--- src/rtl/datapath_ctrl.sv ---
// -----------------------------------------------------------------------------
// datapath_ctrl
//   Moore sequencer for a small register-file/ALU datapath. An instruction is
//   started by s while idle in WAIT. The opcode and sub-op are captured in
//   DECODE. The FSM then steps through the register reads, the ALU execute
//   and the writeback strobes. Every output is a pure decode of the current
//   state and the captured instruction class.
//
// Optional feature: define DATAPATH_CTRL_HALT_EN to add a HALT state.
//   With the macro, opcode 111 parks the FSM in HALT until reset_n.
//   Without the macro, opcode 111 is treated as an illegal encoding.
//
// Ports
//   clk      in   rising-edge clock
//   reset_n  in   asynchronous active-low reset
//   s        in   start; sampled only in WAIT
//   opcode   in   [2:0] 110 move, 101 ALU, 111 halt
//   op       in   [1:0] move: 10 imm, 00 reg; ALU: 00 ADD, 01 CMP, 10 AND, 11 MVN
//   w        out  high only in WAIT
//   nsel     out  [2:0] one-hot register field select: 100 Rn, 010 Rd, 001 Rm
//   vsel     out  [1:0] writeback source: 01 sximm8, 11 datapath_out
//   loada, loadb, loadc, loads, asel, bsel, write   out   datapath strobes
// -----------------------------------------------------------------------------
module datapath_ctrl (
  input  logic       clk,
  input  logic       reset_n,
  input  logic       s,
  input  logic [2:0] opcode,
  input  logic [1:0] op,
  output logic       w,
  output logic [2:0] nsel,
  output logic [1:0] vsel,
  output logic       loada,
  output logic       loadb,
  output logic       loadc,
  output logic       loads,
  output logic       asel,
  output logic       bsel,
  output logic       write
);

  typedef enum logic [2:0] {
    S_WAIT   = 3'd0,
    S_DECODE = 3'd1,
    S_MOVIMM = 3'd2,
    S_GET_A  = 3'd3,
    S_GET_B  = 3'd4,
    S_EXEC   = 3'd5,
`ifdef DATAPATH_CTRL_HALT_EN
    S_WRITE  = 3'd6,
    S_HALT   = 3'd7
`else
    S_WRITE  = 3'd6
`endif
  } state_t;

  // Instruction class encodings, stored as {opcode, op}.
  localparam logic [4:0] CLS_MOV_IMM = 5'b110_10;
  localparam logic [4:0] CLS_MOV_REG = 5'b110_00;
  localparam logic [4:0] CLS_ADD     = 5'b101_00;
  localparam logic [4:0] CLS_CMP     = 5'b101_01;
  localparam logic [4:0] CLS_AND     = 5'b101_10;
  localparam logic [4:0] CLS_MVN     = 5'b101_11;

  state_t     state_q, state_d;
  logic [4:0] cls_q, cls_d;

  always_ff @(posedge clk or negedge reset_n) begin
    if (!reset_n) begin
      state_q <= S_WAIT;
      cls_q   <= 5'b0;
    end else begin
      state_q <= state_d;
      cls_q   <= cls_d;
    end
  end

  // Next state. The class is captured on the edge that leaves DECODE. After
  // that edge, opcode/op are not looked at again until the next instruction.
  always_comb begin
    state_d = state_q;
    cls_d   = cls_q;
    case (state_q)
      S_WAIT:   if (s) state_d = S_DECODE;
      S_DECODE: begin
        cls_d = {opcode, op};
        casez ({opcode, op})
          CLS_MOV_IMM:                state_d = S_MOVIMM;
          CLS_MOV_REG, CLS_MVN:       state_d = S_GET_B;
          CLS_ADD, CLS_CMP, CLS_AND:  state_d = S_GET_A;
`ifdef DATAPATH_CTRL_HALT_EN
          5'b111_??:                  state_d = S_HALT;
`endif
          default:                    state_d = S_WAIT;
        endcase
      end
      S_MOVIMM: state_d = S_WAIT;
      S_GET_A:  state_d = S_GET_B;
      S_GET_B:  state_d = S_EXEC;
      S_EXEC:   state_d = (cls_q == CLS_CMP) ? S_WAIT : S_WRITE;
      S_WRITE:  state_d = S_WAIT;
`ifdef DATAPATH_CTRL_HALT_EN
      S_HALT:   state_d = S_HALT;
`endif
      default:  state_d = S_WAIT;
    endcase
  end

  // Moore output decode
  always_comb begin
    w     = 1'b0;
    nsel  = 3'b000;
    vsel  = 2'b00;
    loada = 1'b0;
    loadb = 1'b0;
    loadc = 1'b0;
    loads = 1'b0;
    asel  = 1'b0;
    bsel  = 1'b0;
    write = 1'b0;
    case (state_q)
      S_WAIT:   w = 1'b1;
      S_MOVIMM: begin
        nsel  = 3'b100;
        vsel  = 2'b01;
        write = 1'b1;
      end
      S_GET_A:  begin
        nsel  = 3'b100;
        loada = 1'b1;
      end
      S_GET_B:  begin
        nsel  = 3'b001;
        loadb = 1'b1;
      end
      S_EXEC:   begin
        // Move-register and MVN pass only the B operand, so A is zeroed.
        asel = (cls_q == CLS_MOV_REG) || (cls_q == CLS_MVN);
        if (cls_q == CLS_CMP) loads = 1'b1;
        else                  loadc = 1'b1;
      end
      S_WRITE:  begin
        nsel  = 3'b010;
        vsel  = 2'b11;
        write = 1'b1;
      end
      default:  ;
    endcase
  end

endmodule
--- config.mk ---
export PLATFORM = sky130hd
export DESIGN_NAME = datapath_ctrl
export DESIGN_NICKNAME = d
export VERILOG_FILES = /design/src/rtl/datapath_ctrl.sv
export SDC_FILE = /design/constraint.sdc
export NUM_CORES = 1
export LEC_CHECK = 0
export BUFFER_PORTS_ARGS = -buffer_cell sky130_fd_sc_hd__buf_2
export CAP_MARGIN = 20
export CORE_MARGIN = 2
export CORE_UTILIZATION = 30
export CTS_CLUSTER_SIZE = 12
export DETAILED_ROUTE_END_ITERATION = 8
export GPL_TIMING_DRIVEN = 0
export PLACE_DENSITY = 0.58
export SYNTH_ARGS = -nofsm -noshare
export SYNTH_HDL_FRONTEND = slang
export SYNTH_SLANG_ARGS = --single-unit
export TNS_END_PERCENT = 50
--- constraint.sdc ---
create_clock -name clk -period 1.3 [get_ports clk]
set_clock_uncertainty 0.1 [all_clocks]
set_input_delay 0.195 -clock clk [delete_from_list [all_inputs] [get_ports clk]]
set_output_delay 0.195 -clock clk [all_outputs]
set_load 0.03 [all_outputs]
==> flow_summary.yaml <==
route:
  vias: 545
  avgViaCountPerCell: 4.698
  wire_per_inst_um: 12.46
  drtIter0Drc: 2
  totalWireLength_um: 1445
  drc: 0
  final_antenna_net_count: 0
  drtPass1Iterations: 4
cts:
  numCtsBuffers: 3
  clkLatencyLatePin_ns: 0.26
  cts_num_sinks: 8
  cts_buffer_depth: 2
  cts_tree: "built"
  h-tree-depth: 1
  clkTransAtPathRegs_ns: 0.05
  root_buffer: "clkbuf_4"
power_and_ir_drop:
  power_switching_mw: 0.9509
  clkPwrFrac: 0.080
  pwr-share-comb: 0.697
  pwr_density_cell_nw_per_um2: 2328
  power_mw: 2.380
  p_int_mw: 1.429
  switching_share: 0.3996
  ir_drop_mv: 1.326
  power_leakage_nw: 0.4804
  sequentialPowerShare: 0.223
setup_path:
  crit_path_start_kind: "flip-flop"
  arrival_ns: 1.42
  worst_setup_path_end_kind: "output port"
  crit_required_ns: 1.00
  cp_max_fo: 3
  crit_type: "flip-flop to output port"
place:
  place_inst: 98
  dpl_cell_area_um2: 719.4
  place_congestion: 0.7150
  dp_slack_ns: -0.3025
  portBuffers: 19
  dpl.hpwl_um: 860.4
sta:
  rsz0062_at_grt: "yes"
  setup_ws_ns: -0.4134
  fin_setup_tns_ns: -4.585
  setup_viol: 18
  whs_ns: 0.1254
  period_minus_slack_ns: 1.713
  final-hold-violation-count: 0
  fin_crit_sh: 1.318
  fmax_mhz: 583.6
  report.final.slew_viol_count: 0
yosys:
  synth_nets: 62
  yosys.area.top_type: "dfrtp_1"
  syn-cell-area_um2: 540.5
  synth_flop_cell: "dfrtp_1"
  synthTopCellsByArea: "dfrtp_1 (37%), mux2_2 (8.3%), buf_4 (5.6%)"
  synth_common_cells: "dfrtp_1 (8), buf_4 (4), mux2_2 (4), and2_1 (3), o21ai_0 (3)"
  syn_avg_cell_area_um2: 10.01
  ys_ff_latch: 8
  synth_cells: 54
  yosys.cell_types.count: 29
  ys_seq_area_frac: 0.3704
  synth.most_common_cell: "dfrtp_1"
  synth_top_area_share: 0.3704
  synth_edf_count: 0
  synthArstFlopShare: 1.000
  yosys_warnings: 0
grt:
  grtUsageTotal: 0.1425
  gr-total-overflow: 0
  first_global_vias: 507
  grt_first_pass_wirelength_um: 2070
  grt_max_degree: 11
  antenna_found_initial: 0
layout:
  fin_util: 0.5985
  fillers: 141
  fin_area_um2: 1022
  antenna_cells: 0
  fin_cells: 116
  multi_input_area_um2: 409.1
  area_growth_pct: 89.12
  regArea_um2: 202.7
  num-nets-final: 101
  drive_above_1_share: 0.7143
floorplanning:
  start_util: 0.3165
  die_w_um: 46.45
  dieArea_um2: 2157
  io_pins: 21
  coreArea_um2: 1708
  chipHeight_um: 46.45
  row_count: 15
status:
  status: "complete, but fails checks"
  violations: "setup timing"
flow_run:
  max_cap_viol_count: 0
min_path:
  hp-class: "primary input to flip-flop"
-- worst paths after layout --
kind,endpoint,slack (ns),start,depth (start not counted)
max reg2reg,cls_q[4],-0.22,state_q[1],5
min,cls_q[4],0.13,opcode[2],2
max in group asynchronous,cls_q[0],0.69,reset_n,2
min reg2reg,cls_q[3],0.46,cls_q[3],1
max,asel,-0.41,state_q[1],4
min in group asynchronous,state_q[0],0.22,reset_n,2
-- power groups by stage --
| stage | clock [mW] | sequential (mW) | combinational (mW) |
|---|---|---|---|
| global route | 0.209 | 0.551 | 1.76 |
| global placement | 0 | 0.481 | 0.960 |
| finish | 0.190 | 0.532 | 1.66 |
| CTS | 0.194 | 0.476 | 1.21 |
| floorplan | 0 | 0.458 | 0.790 |
| detailed placement | 0 | 0.487 | 0.968 |
-- logic make-up (layout without fill, tap and decap cells) --
| kind of cell | after synthesis | after routing | share of synthesized area |
|---|---|---|---|
| other | 1 | 1 | 0.006938 |
| DFF | 8 | 8 | 0.3704 |
| and+or+nand+nor | 22 | 22 | 0.3010 |
| AOI/OAI and AO/OA | 9 | 9 | 0.1157 |
| xor gates and xnor gates | 1 | 1 | 0.01621 |
| muxes | 5 | 5 | 0.1018 |
| buffers and inverters | 8 | 45 | 0.08797 |
-- layer usage --
metal,global-route usage,share of wire,up-vias
li1,-,-,267
met1,0.1463,0.43,258
met2,0.2361,0.52,18
met3,0.07451,0.053,2
met4,0.06857,0.0055,0
met5,0,0,-
-- flip-flops by register name, summed over array words and instances (netlist names) --
signal,flops
state_q,3
cls_q,5
-- worst max-delay path, stage by stage (launching register included) --
cell and delay (ns):
dfrtp_1 0.39, nand3b_1 0.24, buf_4 0.18, nor3b_2 0.17, buf_4 0.18
-- placed cells by master, fill, tap and decap left out, drive strengths merged --
master / netlist / routed
a2111o: 1 / 1
a211oi: 2 / 2
a21oi: 1 / 1
a31oi: 1 / 1
a41o: 1 / 1
and2: 4 / 4
and3b: 1 / 1
and4: 1 / 1
and4b: 1 / 1
buf: 6 / 39
clkbuf: 0 / 3
conb: 1 / 1
dfrtp: 8 / 8
dlygate4sd3: 0 / 1
inv: 2 / 2
mux2: 4 / 4
mux2i: 1 / 1
nand2: 2 / 2
nand2b: 1 / 1
nand3b: 1 / 1
nor2: 1 / 1
nor2b: 2 / 2
nor3: 2 / 2
nor3b: 3 / 3
nor4b: 2 / 2
nor4bb: 1 / 1
o21ai: 3 / 3
xor2: 1 / 1
-- what timing repair did --
action                     4_1_cts  5_1_grt
setup endpoints to repair       18       20
hold endpoints to repair         8        0
buffers inserted                 6       10
gates resized for setup         25       25
hold buffers                     1        0
pin swaps                        5        8
-- layout make-up --
class                      count  share of cell area
inverter                       2            0.007344
clock buffer                   3             0.02203
tap                           25             0.03060
timing repair buffer          35              0.2974
multi-input combinational     38              0.4002
buffer                         5             0.04406
sequential                     8              0.1983
Power figures use the tool's default switching activity.
